<file path="src/rtl/pixel_kernel_multiplier.sv">
// Pixel-by-kernel product stage feeding the transposed-convolution decoder.
// Define SIGNED_MULT_EN for two's-complement operands; the default build multiplies unsigned operands.
module pixel_kernel_multiplier #(
  parameter int N      = 2,
  parameter int K      = 3,
  parameter int ILEN   = 8,
  parameter int OLEN   = 16,
  parameter int stride = 2
) (
  input  logic                      clk,
  input  logic                      rst_n,
  input  logic                      start,
  input  logic [ILEN-1:0]           input_image [0:N*N-1],
  input  logic [ILEN-1:0]           kernel [0:K*K-1],
  input  logic                      decoding_complete,
  output logic [$clog2(N*N)-1:0]    state,
  output logic [OLEN-1:0]           multiplied_image [0:K*K-1],
  output logic                      enable,
  output logic                      busy,
  output logic                      done
);

  localparam int SW  = $clog2(N*N);
  localparam int PIW = $clog2(K*K) + 1;
  localparam int IW  = (K*K > 1) ? $clog2(K*K) : 1;
  // stride only rides along in the parameter list, so it contributes nothing here
  localparam int MAXW = ((OLEN > 2*ILEN) ? OLEN : 2*ILEN) + 0 * stride;

  typedef enum logic [2:0] {IDLE, LOAD, MULT, ISSUE, WAIT, DONE} fsm_t;

  fsm_t             fsm;
  logic [ILEN-1:0]  kernel_q [0:K*K-1];
  logic [ILEN-1:0]  pixel_q;
  logic [PIW-1:0]   prod_idx;
  logic [ILEN-1:0]  weight;
  logic [MAXW-1:0]  op_a;
  logic [MAXW-1:0]  op_b;
  logic [MAXW-1:0]  product;

  assign weight = kernel_q[prod_idx[IW-1:0]];

  // Operands are widened before multiplying so the low OLEN bits come out already extended
  always_comb begin
`ifdef SIGNED_MULT_EN
    op_a = {{(MAXW-ILEN){pixel_q[ILEN-1]}}, pixel_q};
    op_b = {{(MAXW-ILEN){weight[ILEN-1]}}, weight};
`else
    op_a = {{(MAXW-ILEN){1'b0}}, pixel_q};
    op_b = {{(MAXW-ILEN){1'b0}}, weight};
`endif
    product = op_a * op_b;
  end

  always_ff @(posedge clk or negedge rst_n) begin
    if (!rst_n) begin
      fsm      <= IDLE;
      state    <= '0;
      enable   <= 1'b0;
      busy     <= 1'b0;
      done     <= 1'b0;
      pixel_q  <= '0;
      prod_idx <= '0;
      for (int i = 0; i < K*K; i++) begin
        kernel_q[i]         <= '0;
        multiplied_image[i] <= '0;
      end
    end else begin
      done <= 1'b0;
      case (fsm)
        IDLE: begin
          if (start) begin
            for (int i = 0; i < K*K; i++) kernel_q[i] <= kernel[i];
            state <= '0;
            busy  <= 1'b1;
            fsm   <= LOAD;
          end
        end
        LOAD: begin
          pixel_q  <= input_image[state];
          prod_idx <= '0;
          fsm      <= MULT;
        end
        MULT: begin
          multiplied_image[prod_idx[IW-1:0]] <= product[OLEN-1:0];
          prod_idx <= prod_idx + 1'b1;
          if (prod_idx == PIW'(K*K-1)) fsm <= ISSUE;
        end
        ISSUE: begin
          enable <= 1'b1;
          fsm    <= WAIT;
        end
        // Outputs stay frozen here until the decoder reports it has consumed them
        WAIT: begin
          if (decoding_complete) begin
            enable <= 1'b0;
            if (state == SW'(N*N-1)) begin
              fsm <= DONE;
            end else begin
              state <= state + 1'b1;
              fsm   <= LOAD;
            end
          end
        end
        DONE: begin
          done <= 1'b1;
          busy <= 1'b0;
          fsm  <= IDLE;
        end
        default: fsm <= IDLE;
      endcase
    end
  end

endmodule

</file>
<file path="config.mk">
export PLATFORM = sky130hd
export DESIGN_NAME = pixel_kernel_multiplier
export DESIGN_NICKNAME = d
export VERILOG_FILES = /design/src/rtl/pixel_kernel_multiplier.sv
export SDC_FILE = /design/constraint.sdc
export NUM_CORES = 1
export LEC_CHECK = 0
export CAP_MARGIN = 10
export CORE_MARGIN = 3
export CORE_UTILIZATION = 40
export DETAILED_ROUTE_END_ITERATION = 10
export GPL_ROUTABILITY_DRIVEN = 0
export PLACE_DENSITY_LB_ADDON = 0.12
export SETUP_SLACK_MARGIN = 0.15
export SLEW_MARGIN = 20
export SYNTH_ARGS = -nofsm -noshare
export SYNTH_HDL_FRONTEND = slang
export SYNTH_SLANG_ARGS = --single-unit
export TNS_END_PERCENT = 5
</file>
<file path="constraint.sdc">
create_clock -name clk -period 5.9 [get_ports clk]
set_input_delay 0.59 -clock clk [delete_from_list [all_inputs] [get_ports clk]]
set_output_delay 0.59 -clock clk [all_outputs]
set_load 0.01 [all_outputs]
</file>
==> flow_summary_export.csv <==
group,metric,value,unit
final_layout,nFillCells,2651,
clock_tree,cts_tree,"done",
synth,synthArstFlopShare,100,%
critical_path,arrival,5.92,ns
critical_path,worst-path-max-fanout,19,
floorplanning,ios,257,
global_routing,grt_max_degree,182,
floorplanning,die_h,180,um
global_routing,top_usage_layer,"met2",
critical_path,path_class,"reg2reg",
global_routing,grt_pass1_vias,9283,
route,wl_per_cell,18.2,um
critical_path,worstPathRequired,6.27,ns
route,drc,0,
sta,fin_setup_tns,0,ns
synth,ys_types,54,
placed_design,place_hpwl,24300,um
clock_tree,numCtsBuffers,26,
job,maxCapViolations,0,
floorplanning,core,29200,sq um
synth,syn_nets,1348,
route,via_per_inst,5.09,
critical_path,cp-end-kind,"register",
route,drt_iter0_markers,620,
clock_tree,htreeDepth,1,
global_routing,grt_first_pass_wirelength,52900,um
sta,skew,0.00797,ns
sta,slew_headroom,29.2,%
final_layout,drive_gt1_share,14.2,%
synth,syn_avg_cell_area,10.4,sq um
final_layout,layout_common_cells,"clkdlybuf4s50_1 (255), dfrtp_1 (236), nand2_1 (229), o21ai_0 (101), mux2_2 (73)",
synth,synthFlopType,"dfrtp_1",
route,drtAntennaViolNets,0,
synth,ys_warn_count,0,
sta,rsz0062_at_grt,"yes",
clock_tree,clkTransAtPathRegs,0.06,ns
floorplanning,rows,62,
sta,fmax,180,MHz
sta,hold_viol,0,
route,firstDrtPassIters,5,
final_layout,final_common_cell,"clkdlybuf4s50_1",
sta,worst_pin_slew,1.06,ns
floorplanning,initial_core_util,41.3,%
global_routing,antenna_found_initial,1,
sta,slew_violations,0,
outcome,status,"finished clean",
floorplanning,die_area,32300,sq um
critical_path,start_kind,"register",
final_layout,final_nets,1600,
sta,period_share,94.0,%
clock_tree,clkLatencyLatePin,0.53,ns
floorplanning,die_w,180,um
sta,fin_crit,5.55,ns
synth,synth_edf_count,0,
route,routed_wl,33100,um
min_path,hp-class,"reg2reg",
synth,seq_area_frac_synth,49.1,%
global_routing,grt_usage,20.1,%
global_routing,met2_usage,33.9,%
synth,synthCells,1163,
final_layout,diodes,0,
final_layout,syn2layout_area_growth,33.5,%
clock_tree,cts_root_buf,"clkbuf_16",
sta,setup_viol,0,
clock_tree,clock-sinks,237,
route,vias,9246,
global_routing,met3_usage,2.77,%
synth,synth-seq-cells,237,
global_routing,grtUsageMet1,27.9,%
synth,synth_area,12100,sq um
placed_design,portBuffers,256,
clock_tree,clk_path_buf_depth,3,
global_routing,overflow,0,
## cell type report
type	count	area [sq um]	share of cell area, %
Sequential cell	237	5930	36.8
Multi-Input combinational cell	801	5710	35.4
Timing Repair Buffer	289	2900	18.0
Clock buffer	39	769	4.77
Tap cell	384	480	2.98
Inverter	60	229	1.42
Clock inverter	8	109	0.675
## layer usage
layer	wire length (um)	vias to the layer above
met5	9	-
li1	-	4435
met1	15100	4501
met2	15900	263
met4	729	2
met3	1400	45
## kinds of logic after synthesis
logic type | count (synthesis) | synth area share, %
AND/OR/NAND/NOR | 399 | 14.2
flip-flops | 237 | 49.1
adder cells (fa/ha/maj) | 77 | 10.2
buffers and inverters | 125 | 4.60
AO/OA/AOI/OAI | 202 | 10.1
multiplexers | 113 | 11.0
XOR/XNOR | 10 | 0.788
## state kept, by name (all words and copies together) (netlist names)
register and flops:
done 1, prod_idx 5, kernel_q 72, busy 1, enable 1, pixel_q 8
fsm 3, multiplied_image 144, state 2
## Yosys cell counts (8+ instances only)
cell | instances | area, sq um
mux2_2 | 73 | 822
a21oi_1 | 15 | 75.1
inv_1 | 57 | 214
nand3_1 | 31 | 155
mux4_2 | 8 | 180
nor2_1 | 71 | 267
ha_1 | 41 | 513
or2_2 | 17 | 106
o31ai_1 | 9 | 67.6
o21ai_1 | 21 | 105
nand2_1 | 229 | 860
fa_1 | 36 | 721
mux2i_1 | 32 | 320
clkbuf_1 | 11 | 41.3
a221oi_1 | 9 | 78.8
and3_1 | 20 | 125
o21ai_0 | 102 | 510
nor3_1 | 9 | 45.0
o22ai_1 | 13 | 81.3
buf_2 | 45 | 225
dfrtp_1 | 237 | 5930
## worst paths after layout
check | to | cells past startpoint | startpoint | slack (ns)
worst min register to register | multiplied_image[17] | 2 | multiplied_image[17] | 0.47
worst max register to register | multiplied_image[31] | 21 | prod_idx[2] | 0.35
worst min-delay path | multiplied_image[17] | 2 | multiplied_image[17] | 0.47
max in group asynchronous | kernel_q[6] | 4 | rst_n | 4.00
min in group asynchronous | multiplied_image[102] | 2 | rst_n | 0.56
worst max-delay path | multiplied_image[31] | 21 | prod_idx[2] | 0.35
## metrics by stage
step	instances	area [sq um]	util [%]	hold slack, ns	worst slack (ns)
global placement	1765	15000	51.4	0.459	0.181
CTS	1815	15900	54.5	0.478	0.133
finish	1818	16100	55.1	0.473	0.353
global route	1818	16100	55.1	0.496	0.140
floorplan	1163	12100	-	0.294	0.550
detailed placement	1765	15000	51.4	0.462	0.0937
## worst max-delay path, cell delays in order, from the launching register on
cell      delay [ns]
dfrtp_2         0.44
buf_12          0.17
mux2i_1         0.11
or2_2           0.27
a21oi_1         0.16
o22ai_2         0.12
or2_2           0.30
fa_1            0.52
fa_1            0.55
inv_1           0.06
fa_1            0.53
inv_1           0.05
fa_1            0.53
inv_1           0.07
ha_4            0.28
o211ai_1        0.10
buf_4           0.16
a211oi_4        0.25
o21ai_1         0.15
a211oi_4        0.29
buf_6           0.17
o21ai_1         0.07
## timing repair
item                                   4_1_cts  5_1_grt
hold buffers                                 1        0
endpoints found under the hold margin       24        0
gates resized for setup                      0       21
setup buffers                                2        2
pin swaps                                    1        5
setup endpoints to repair                   15       61
Power is not shown: default switching activity piles up to over one toggle a cycle in this logic, so the estimate is an artifact.
